## src/rtl/exec_result_stage_if.sv

```systemverilog
// Bundle of the execute-result handshake and data signals.
// The master modport drives the execute result and pipeline controls and
// receives the registered result. The slave modport belongs to exec_result_stage.
interface exec_result_stage_if #(
  parameter int DATA_W = 16
);
  logic              valid_in;
  logic [2:0]        op;
  logic [DATA_W-1:0] sum_in;
  logic              a_msb;
  logic              b_msb;
  logic              stall;
  logic              flush;
  logic [DATA_W-1:0] result_out;
  logic              valid_out;
  logic [2:0]        flags_out;

  modport master (
    output valid_in, op, sum_in, a_msb, b_msb, stall, flush,
    input  result_out, valid_out, flags_out
  );

  modport slave (
    input  valid_in, op, sum_in, a_msb, b_msb, stall, flush,
    output result_out, valid_out, flags_out
  );
endinterface

```

## src/rtl/exec_result_stage.sv

```systemverilog
// exec_result_stage: registers the execute result and maintains {Z,V,N} flags.
// Signed overflow is detected for ADD/SUB. When EXEC_RESULT_SAT_EN is defined,
// an overflowing result is clamped to the most positive or most negative value.
// Otherwise the wrapped sum passes through and V is still reported.
// Flush takes priority over stall. A stall freezes every output.
module exec_result_stage #(
  parameter int DATA_W = 16
) (
  input logic                clk,
  input logic                rst_n,
  exec_result_stage_if.slave bus
);

  localparam logic [2:0] OP_ADD   = 3'b000;
  localparam logic [2:0] OP_SUB   = 3'b001;
  localparam logic [2:0] OP_XOR   = 3'b010;
  localparam logic [2:0] OP_SHIFT = 3'b100;

  logic              accept;
  logic              ovf;
  logic [DATA_W-1:0] res;
  logic              upd_all;
  logic              upd_z;

  logic [DATA_W-1:0] result_q, result_d;
  logic              valid_q,  valid_d;
  logic              z_q, z_d;
  logic              v_q, v_d;
  logic              n_q, n_d;

  // Decode acceptance and overflow, and form the post-saturation result.
  always_comb begin
    accept = bus.valid_in & ~bus.stall & ~bus.flush;
    ovf    = ~bus.op[2] & ~bus.op[1] & (bus.a_msb == bus.b_msb) &
             (bus.sum_in[DATA_W-1] != bus.a_msb);
`ifdef EXEC_RESULT_SAT_EN
    if (ovf) begin
      res = bus.a_msb ? {1'b1, {(DATA_W-1){1'b0}}} : {1'b0, {(DATA_W-1){1'b1}}};
    end else begin
      res = bus.sum_in;
    end
`else
    res = bus.sum_in;
`endif
    upd_all = accept & ((bus.op == OP_ADD) | (bus.op == OP_SUB));
    upd_z   = accept & ((bus.op == OP_XOR) | (bus.op == OP_SHIFT));
  end

  // Next-state selection: flush clears valid, stall holds, accept loads.
  always_comb begin
    result_d = result_q;
    valid_d  = valid_q;
    z_d      = z_q;
    v_d      = v_q;
    n_d      = n_q;
    if (bus.flush) begin
      valid_d = 1'b0;
    end else if (!bus.stall) begin
      valid_d = bus.valid_in;
      if (accept) begin
        result_d = res;
      end
      if (upd_all | upd_z) begin
        z_d = (res == '0);
      end
      if (upd_all) begin
        v_d = ovf;
        n_d = res[DATA_W-1];
      end
    end
  end

  // State registers with asynchronous active-low clear.
  always_ff @(posedge clk or negedge rst_n) begin
    if (!rst_n) begin
      result_q <= '0;
      valid_q  <= 1'b0;
      z_q      <= 1'b0;
      v_q      <= 1'b0;
      n_q      <= 1'b0;
    end else begin
      result_q <= result_d;
      valid_q  <= valid_d;
      z_q      <= z_d;
      v_q      <= v_d;
      n_q      <= n_d;
    end
  end

  assign bus.result_out = result_q;
  assign bus.valid_out  = valid_q;
  assign bus.flags_out  = {z_q, v_q, n_q};

endmodule

```

## src/flat_wrapper.sv

```systemverilog
// flat-port wrapper written by rule: the top's interface ports become plain ports
module exec_result_stage_flat 
#(
  parameter int DATA_W = 16
)
  (clk, rst_n, bus_valid_in, bus_op, bus_sum_in, bus_a_msb, bus_b_msb, bus_stall, bus_flush, bus_result_out, bus_valid_out, bus_flags_out);
  exec_result_stage_if #(.DATA_W(DATA_W)) bus_i ();
  input logic clk;
  input logic rst_n;
  input wire logic [$bits(bus_i.valid_in)-1:0] bus_valid_in;
  input wire logic [$bits(bus_i.op)-1:0] bus_op;
  input wire logic [$bits(bus_i.sum_in)-1:0] bus_sum_in;
  input wire logic [$bits(bus_i.a_msb)-1:0] bus_a_msb;
  input wire logic [$bits(bus_i.b_msb)-1:0] bus_b_msb;
  input wire logic [$bits(bus_i.stall)-1:0] bus_stall;
  input wire logic [$bits(bus_i.flush)-1:0] bus_flush;
  output wire logic [$bits(bus_i.result_out)-1:0] bus_result_out;
  output wire logic [$bits(bus_i.valid_out)-1:0] bus_valid_out;
  output wire logic [$bits(bus_i.flags_out)-1:0] bus_flags_out;
  assign bus_i.valid_in = bus_valid_in;
  assign bus_i.op = bus_op;
  assign bus_i.sum_in = bus_sum_in;
  assign bus_i.a_msb = bus_a_msb;
  assign bus_i.b_msb = bus_b_msb;
  assign bus_i.stall = bus_stall;
  assign bus_i.flush = bus_flush;
  assign bus_result_out = bus_i.result_out;
  assign bus_valid_out = bus_i.valid_out;
  assign bus_flags_out = bus_i.flags_out;
  exec_result_stage #(.DATA_W(DATA_W)) u_core (.clk(clk), .rst_n(rst_n), .bus(bus_i));
endmodule
```

## config.mk

```make
export PLATFORM = sky130hd
export DESIGN_NAME = exec_result_stage_flat
export DESIGN_NICKNAME = d
export VERILOG_FILES = /design/src/rtl/exec_result_stage_if.sv /design/src/rtl/exec_result_stage.sv /design/src/flat_wrapper.sv
export SDC_FILE = /design/constraint.sdc
export NUM_CORES = 1
export LEC_CHECK = 0
export BUFFER_PORTS_ARGS = -buffer_cell sky130_fd_sc_hd__buf_2
export CORE_MARGIN = 4
export CORE_UTILIZATION = 43
export DETAILED_ROUTE_END_ITERATION = 8
export PLACE_DENSITY = 0.86
export SYNTH_ARGS = -nofsm -noshare
export SYNTH_HDL_FRONTEND = slang
export SYNTH_SLANG_ARGS = --single-unit
```

## constraint.sdc

```tcl
create_clock -name clk -period 1.1 [get_ports clk]
set_clock_uncertainty 0.1 [all_clocks]
set_input_delay 0.165 -clock clk [delete_from_list [all_inputs] [get_ports clk]]
set_output_delay 0.165 -clock clk [all_outputs]
set_load 0.005 [all_outputs]
```

==> reports/results.ini, run 1 <==
[placed_design]
place_area_um2 = 1100
dp_slack_ns = -0.172
io_buffers = 45
place_congestion = 0.680
dpl.hpwl_mm = 1.51

[floorplan]
initial_core_util_pct = 47.3
fp.dieArea_um2 = 2760
core_um2 = 1800
rows = 15
die_h_um = 52.5
io-pin-count = 46
fp.dieW_um = 52.5

[global_route]
grt.total_usage_pct = 14.8
grt_start_max_net_pins = 21
grt_pass1_wl_mm = 3.05
grt_pass1_vias = 711
antenna_found_initial = 0
grt_overflow = 0

[clock_tree]
clock_latency_ns = 0.29
cts_root_buf = clkbuf_4
clk_path_buf_depth = 2
h-tree-depth = 1
tritoncts.num_buffers = 3
cts_tree = done
clock-sinks = 20
cts.reportedPaths.clkPinSlew_ns = 0.10
cts_resized = 0

[sta]
hold_slack_ns = 0.0134
report.final.slew_viol_count = 0
post-route-min-period_ns = 1.09
fmax_mhz = 917
grt_setup_unrepaired = yes
worst_slack_ns = 0.0100
fin_crit_sh_pct = 99.1
relSlewSlack_pct = 71.0
finalHoldViolCount = 0
fin_tns_setup_ns = 0
setup_violations = 0
tightestPinTransition_ns = 0.435

[cells_and_area]
stdcell_area_um2 = 1220
area.growth.synth_to_final_pct = 42.7
antennaDiodeCount = 0
final_nets = 143
drive_gt1_share_pct = 64.7

[synth]
netlist_area_um2 = 852
synthTopCellsByArea = dfrtp_1 59%, mux2_2 24%, nor4_1 2.9%
synth_cell_types = 15
ys_warn_count = 0
synth_flop_cell = dfrtp_1
syn-num-nets = 86
syn_avg_cell_area_um2 = 14.2
synth_edf_count = 0
synth.top_cells.by_count = 20 x dfrtp_1, 18 x mux2_2, 4 x nor4_1, 3 x buf_4, 3 x nor2_1
netlist_instances = 60
synth_seq_area_share_pct = 58.7
synth_most_common_cell = dfrtp_1
yosys_register_bits = 20
yosysTopAreaCell = dfrtp_1
synth_top_area_share_pct = 58.7
async_reset_ff_share_pct = 100

[critical_path]
crit_path_start_kind = flop
crit_required_ns = 0.83
crit_slowest_cell = dfrtp_1
critical-path-top-delay-family = flip-flops
cp_cell_sequence = buf_2
arrival_ns = 0.82
critPathMaxFanout = 2
max_stage_delay_ns = 0.40
path_class = reg -> out
end_kind = output port
crit_buf_inv = 1

[routing]
drc = 0
final_antenna_net_count = 0
wl_mm = 1.93
wl_per_cell_um = 13.7
via_count = 692
viasPerCell = 4.91
drt_pre_antenna_iters = 2
drt-initial-drc-count = 2

[run]
cap_viol_max_count = 0

[pwr]
peakVddDrop_mv = 1.14
p_leak_uw = 0.000609
finalPower_uw = 1780
power_density_nw_per_um2 = 1460

[worst_hold_path]
hold_class = in -> reg

[outcome]
status = completed

==> final timing paths <==
kind	start	to	slack, ns	cells past startpoint
worst min-delay path	bus_sum_in[8]	u_core.bus.result_out[8]	0.01	2
worst min register to register	u_core.bus.result_out[8]	u_core.bus.result_out[8]	0.42	1
worst max register to register	u_core.bus.result_out[3]	u_core.bus.result_out[3]	0.13	2
max in group asynchronous	rst_n	u_core.bus.valid_out	0.37	2
worst max-delay path	u_core.bus.result_out[14]	bus_result_out[14]	0.01	1
min in group asynchronous	rst_n	u_core.bus.result_out[6]	0.23	2
==> cell type report <==
class	count	area, µm²
fill	154	586
sequential	20	500
timing repair buffer	56	330
multi-input combinational	35	314
clock buffer	4	36.3
tap	25	31.3
inverter	1	3.75
==> per-stage QoR <==
step / util, % / std cells
2_1_floorplan: - / 60
3_3_place_gp: 61.2 / 128
3_5_place_dp: 61.2 / 128
4_1_cts: 64.9 / 135
5_1_grt: 67.5 / 141
6_report: 67.5 / 141
==> sequential cells by signal, indices dropped and copies added (netlist names) <==
| register | count |
|---|---|
| u_core.bus.result_out | 16 |
| u_core.bus.valid_out | 1 |
| u_core.n_q | 1 |
| u_core.v_q | 1 |
| u_core.z_q | 1 |
==> per-layer routing <==
metal	up-vias	wire length, µm	global-route usage, %
met1	332	790	18.4
met4	0	17	5.11
met2	28	999	25.4
met3	4	126	2.85
li1	328	-	-
met5	-	0	0
==> logic make-up after synthesis <==
group / share of synthesized area [%]
mux: 26.1
simple gates: 8.81
compound gates: 1.91
buf+inv: 4.40
flops: 58.7
==> cell usage in the layout, fill, tap and decap left out <==
cell,instances
o21ai_1,1
nand4_1,1
clkbuf_8,1
nor4_1,4
mux2_2,18
o22ai_1,1
buf_4,6
mux2i_1,2
buf_2,45
dlygate4sd3_1,4
nand2b_1,1
nor3b_4,1
a21oi_1,1
buf_12,1
nand2_1,2
inv_1,1
nor2_1,3
clkbuf_4,3
dfrtp_1,20
==> power breakdown <==
group          leakage (µW)  switching [µW]  internal [µW]
Combinational      0.000347             165            271
Sequential         0.000242            60.7            864
Clock             0.0000210             212            202
Total              0.000609             439           1340
==> what timing repair did <==
item / 4_1_cts / 5_1_grt
hold buffers: 3 / 1
endpoints found under the hold margin: 22 / 1
setup endpoints to repair: 1 / 20
buffers inserted: 0 / 5
Power figures use the tool's default switching activity.
==> run 2: changes to the inputs <==
CORE_UTILIZATION = 46   (was 43)
PLACE_DENSITY = 0.91   (was 0.86)
clock period = 1.32 ns   (was 1.1 ns; I/O delays follow)
==> run 2 against run 1 <==
Cell area down 5.4%. Flip-flop and latch count did not move. Core utilization down 1.6 points. Wire length is 0.72% lower. Clock power decreased by 15%. Largest power group unchanged.
==> reports/results.ini, run 2 (synthesis results as in run 1) <==
[global_route]
grt_pass1_vias = 719  ; +1.1%
antenna_found_initial = 0  ; unchanged
use_met3_pct = 6.71  ; +3.9 points
grt_pass1_wl_mm = 3.15  ; +3.4%
grt_overflow = 0  ; unchanged
grt-busiest-layer = met2
grt_start_max_net_pins = 21  ; unchanged
gr-usage-met2_pct = 29.6  ; +4.2 points
grt_use_met1_pct = 16.7  ; -1.7 points
grt.total_usage_pct = 16.7  ; +1.9 points

[pwr]
power_density_nw_per_um2 = 1260  ; -14%
p_leak_uw = 0.000571  ; -6.4%
peakVddDrop_mv = 0.976  ; -14%

[critical_path]
crit_buf_inv = 1  ; unchanged
crit_required_ns = 1.02  ; +0.19 ns
end_kind = output port
path_class = reg -> out
crit_path_start_kind = flop
arrival_ns = 0.83  ; about the same
rrSetupSlack_ns = 0.45  ; +0.32 ns
critPathMaxFanout = 2  ; unchanged
max_stage_delay_ns = 0.40  ; about the same
cp_cell_sequence = buf_2
crit_slowest_cell = dfrtp_1
critical-path-top-delay-family = flip-flops

[clock_tree]
cts_resized = 0  ; unchanged
cts_setup_buffers = 0  ; unchanged
cts_tree = done
hold_buffers = 2  ; -1
clock_latency_ns = 0.30  ; about the same
tritoncts.num_buffers = 3  ; unchanged
h-tree-depth = 1  ; unchanged
clock-sinks = 20  ; unchanged
cts.reportedPaths.clkPinSlew_ns = 0.11  ; about the same
cts_root_buf = clkbuf_4
clk_path_buf_depth = 2  ; unchanged

[floorplan]
core_um2 = 1750  ; -3.1%
initial_core_util_pct = 48.8  ; +1.5 points
fp.dieW_um = 51.0  ; -2.8%
fp.dieArea_um2 = 2610  ; -5.5%
rows = 15  ; unchanged
die_h_um = 51.0  ; -2.8%
io-pin-count = 46  ; unchanged

[routing]
final_antenna_net_count = 0  ; unchanged
drc = 0  ; unchanged
via_count = 660  ; -4.6%
drt_pre_antenna_iters = 4  ; +2
drt-initial-drc-count = 6  ; +4
wl_per_cell_um = 14.4  ; +5.2%
wl_mm = 1.92  ; -0.72%
viasPerCell = 4.96  ; +1.1%

[sta]
report.final.slew_viol_count = 0  ; unchanged
setup_violations = 0  ; unchanged
fin_crit_sh_pct = 85.8
fmax_mhz = 883
hold_slack_ns = 0.0387  ; +0.0253 ns
grt_setup_unrepaired = no
tightestPinTransition_ns = 0.420  ; -0.0157 ns
worst_slack_ns = 0.188  ; +0.178 ns
finalHoldViolCount = 0  ; unchanged
post-route-min-period_ns = 1.13
relSlewSlack_pct = 72.0  ; +1.0 points

[cells_and_area]
nFillCells = 129  ; -16%
largest_reg_flops = 16  ; unchanged
antennaDiodeCount = 0  ; unchanged
final_nets = 135  ; -5.6%
layout_common_cells = 45 x buf_2, 20 x dfrtp_1, 18 x mux2_2, 4 x nor4_1
drive_gt1_share_pct = 63.9  ; -0.77 points
area.growth.synth_to_final_pct = 35.1
stdcell_count = 133  ; -5.7%
layout_commonest_cell = buf_2

[worst_hold_path]
hold_class = in -> reg

[outcome]
status = completed

[placed_design]
io_buffers = 45  ; unchanged
dpl.hpwl_mm = 1.53  ; +1.6%
place_congestion = 0.773  ; +14%
dp_slack_ns = -0.0164  ; +0.155 ns
place_inst = 127  ; -0.78%

[run]
cap_viol_max_count = 0  ; unchanged

[run 2: layer usage]
layer,vias up,part of all wire [%]
met3,5,8.3
met2,28,52
li1,310,-
met1,317,38
met4,0,1.9
met5,-,0
[run 2: final timing paths]
kind | startpoint | end | cells past startpoint
max in group asynchronous | rst_n | u_core.bus.result_out[9] | 2
min reg2reg | u_core.bus.result_out[0] | u_core.bus.result_out[0] | 1
min | bus_sum_in[11] | u_core.bus.result_out[11] | 2
min in group asynchronous | rst_n | u_core.bus.result_out[12] | 2
max reg2reg | u_core.bus.result_out[15] | u_core.bus.result_out[15] | 1
max | u_core.bus.result_out[15] | bus_result_out[15] | 1
[run 2: through the flow]
stage / TNS (ns) / cell area [µm²] / util, % / total power (µW)
after detailed placement: -0.0363 / 1090 / 62.7 / 1120
after floorplan: 0 / 852 / - / 934
after global placement: 0 / 1090 / 62.7 / 1100
after CTS: 0 / 1150 / 65.9 / 1470
final: 0 / 1150 / 65.9 / 1450
after global routing: 0 / 1150 / 65.9 / 1530
[run 2: final cells by class]
cell class | instances | area, µm² | area share [%]
Multi-Input combinational cell | 35 | 314 | 27.3
Sequential cell | 20 | 500 | 43.5
Inverter | 1 | 3.75 | 0.326
Timing Repair Buffer | 48 | 265 | 23.0
Tap cell | 25 | 31.3 | 2.72
Clock buffer | 4 | 36.3 | 3.15
[run 2: power breakdown]
part / switching [µW] / internal [µW] / leakage (µW)
logic: 134 / 197 / 0.000308
registers: 50.6 / 720 / 0.000242
clock network: 181 / 169 / 0.0000210
total: 366 / 1090 / 0.000571
==> run 3: changes to the inputs <==
clock period = 1.5 ns   (was 1.32 ns; I/O delays follow)
==> run 3 against run 2 <==
Setup slack gained 0.17 ns. Core utilization fell by 1.4 points. Non-clock buffer count is 1 lower. Via count stayed put. Global-route usage up 0.21 points. Critical endpoint is now bus_result_out[9]. Highest routed layer unchanged.
==> reports/results.ini, run 3 (synthesis results as in run 1) <==
[cells_and_area]
stdcell_count = 131  ; -1.5%
stdcell_area_um2 = 1130  ; -2.1%
layout_common_cells = 45 x buf_2, 20 x dfrtp_1, 18 x mux2_2, 4 x nor4_1
drive_gt1_share_pct = 64.2  ; +0.26 points
area.growth.synth_to_final_pct = 32.3
layout_commonest_cell = buf_2
largest_reg_flops = 16  ; unchanged
antennaDiodeCount = 0  ; unchanged
final_nets = 134  ; -0.74%

[critical_path]
critPathMaxFanout = 2  ; unchanged
end_kind = output port
crit_buf_inv = 1  ; unchanged
path_class = reg -> out
cp_cell_sequence = buf_2
critical-path-top-delay-family = flip-flops
arrival_ns = 0.82  ; about the same
crit_path_start_kind = flop
max_stage_delay_ns = 0.39  ; about the same
reg2reg_from = u_core.bus.result_out[7]
reg2reg_to = u_core.bus.result_out[7]
rrSetupSlack_ns = 0.63  ; +0.18 ns
reg2regPathDepth = 1  ; unchanged
crit_slowest_cell = dfrtp_1
startpoint = u_core.bus.result_out[9]
crit_required_ns = 1.17  ; +0.15 ns

[clock_tree]
tritoncts.num_buffers = 3  ; unchanged
cts_resized = 0  ; unchanged
clock-sinks = 20  ; unchanged
cts_tree = done
cts_setup_buffers = 0  ; unchanged
clk_path_buf_depth = 2  ; unchanged
clock_latency_ns = 0.29  ; about the same
cts.reportedPaths.clkPinSlew_ns = 0.10  ; about the same
h-tree-depth = 1  ; unchanged
cts_root_buf = clkbuf_4

[global_route]
grt.total_usage_pct = 16.9  ; +0.21 points
grt-busiest-layer = met2
grt_pass1_vias = 728  ; +1.3%
gr-usage-met2_pct = 30.7  ; +1.1 points
grt_pass1_wl_mm = 3.27  ; +3.7%
use_met3_pct = 4.08  ; -2.6 points
grt_use_met1_pct = 17.5  ; +0.82 points
antenna_found_initial = 0  ; unchanged
grt_start_max_net_pins = 21  ; unchanged
grt_overflow = 0  ; unchanged

[routing]
drt-initial-drc-count = 4  ; -2
via_count = 660  ; unchanged
drt_pre_antenna_iters = 2  ; -2
final_antenna_net_count = 0  ; unchanged
wl_mm = 1.89  ; -1.3%
drc = 0  ; unchanged
wl_per_cell_um = 14.5  ; +0.20%
viasPerCell = 5.04  ; +1.5%

[sta]
hold_slack_ns = 0.0383  ; -0.000367 ns
fmax_mhz = 877
post-route-min-period_ns = 1.14
finalHoldViolCount = 0  ; unchanged
tightestPinTransition_ns = 0.431  ; +0.0117 ns
report.final.slew_viol_count = 0  ; unchanged
setup_violations = 0  ; unchanged
relSlewSlack_pct = 71.2  ; -0.78 points
fin_crit_sh_pct = 76.1
grt_setup_unrepaired = no
fin_tns_setup_ns = 0  ; unchanged

[placed_design]
io_buffers = 45  ; unchanged
dpl.hpwl_mm = 1.53  ; -0.42%
place_inst = 127  ; unchanged
place_area_um2 = 1090  ; unchanged
place_congestion = 0.741  ; -4.2%

[pwr]
p_clk_share_pct = 19.9  ; -4.2 points
intPower_uw = 898  ; -17%
finalPower_uw = 1210  ; -17%
power.share.combinational_pct = 23.7  ; +0.9 points
swShare_pct = 25.5  ; +0.27 points
p_seq_share_pct = 56.4  ; +3.3 points
switchingPower_uw = 307  ; -16%
p_leak_uw = 0.000559  ; -2.0%
peakVddDrop_mv = 0.789  ; -19%
power_density_nw_per_um2 = 1070  ; -15%

[floorplan]
initial_core_util_pct = 48.8  ; unchanged
fp.dieW_um = 51.0  ; unchanged
fp.dieArea_um2 = 2610  ; unchanged
die_h_um = 51.0  ; unchanged
io-pin-count = 46  ; unchanged
rows = 15  ; unchanged
core_um2 = 1750  ; unchanged

[worst_hold_path]
hold_path_startpoint = bus_flush
min_to = u_core.bus.valid_out
holdPathStages = 2  ; unchanged
hold_class = in -> reg

[run]
cap_viol_max_count = 0  ; unchanged

[outcome]
status = completed

==> run 3: timing repair <==
action	CTS	global route
endpoints found under the hold margin	20	0
hold buffers	1	0
setup endpoints to repair	0	0
==> run 3: per-stage QoR <==
stage / util [%] / setup slack [ns]
after detailed placement: 62.7 / 0.136
after global routing: 64.6 / 0.304
final: 64.6 / 0.359
after CTS: 64.6 / 0.345
after global placement: 62.7 / 0.178
after floorplan: - / 0.178
==> run 3: how the worst max path moves through the flow <==
| stage | to | depth (start not counted) |
|---|---|---|
| after detailed placement | u_core.v_q | 5 |
| after CTS | bus_result_out[9] | 1 |
| after global routing | bus_result_out[13] | 1 |
| after global placement | u_core.v_q | 5 |
| after floorplan | u_core.bus.result_out[0] | 3 |
| final | bus_result_out[9] | 1 |
==> run 3: power groups by stage <==
stage	clock network [µW]	registers (µW)	logic, µW
2_1_floorplan	0	696	125
3_3_place_gp	0	686	279
3_5_place_dp	0	692	288
4_1_cts	251	681	291
5_1_grt	282	695	315
6_report	240	680	286
==> run 3: final cells by class <==
| cell class | instances | area [µm²] |
|---|---|---|
| fill | 144 | 618 |
| sequential | 20 | 500 |
| multi-input combinational | 35 | 314 |
| timing repair buffer | 47 | 255 |
| tap | 25 | 31.3 |
| clock buffer | 3 | 22.5 |
| inverter | 1 | 3.75 |
==> run 3: per-layer routing <==
metal	vias to the layer above	share of wire, %
met2	27	54
met3	4	8.5
met4	0	1.4
met5	-	0
met1	320	36
li1	309	-
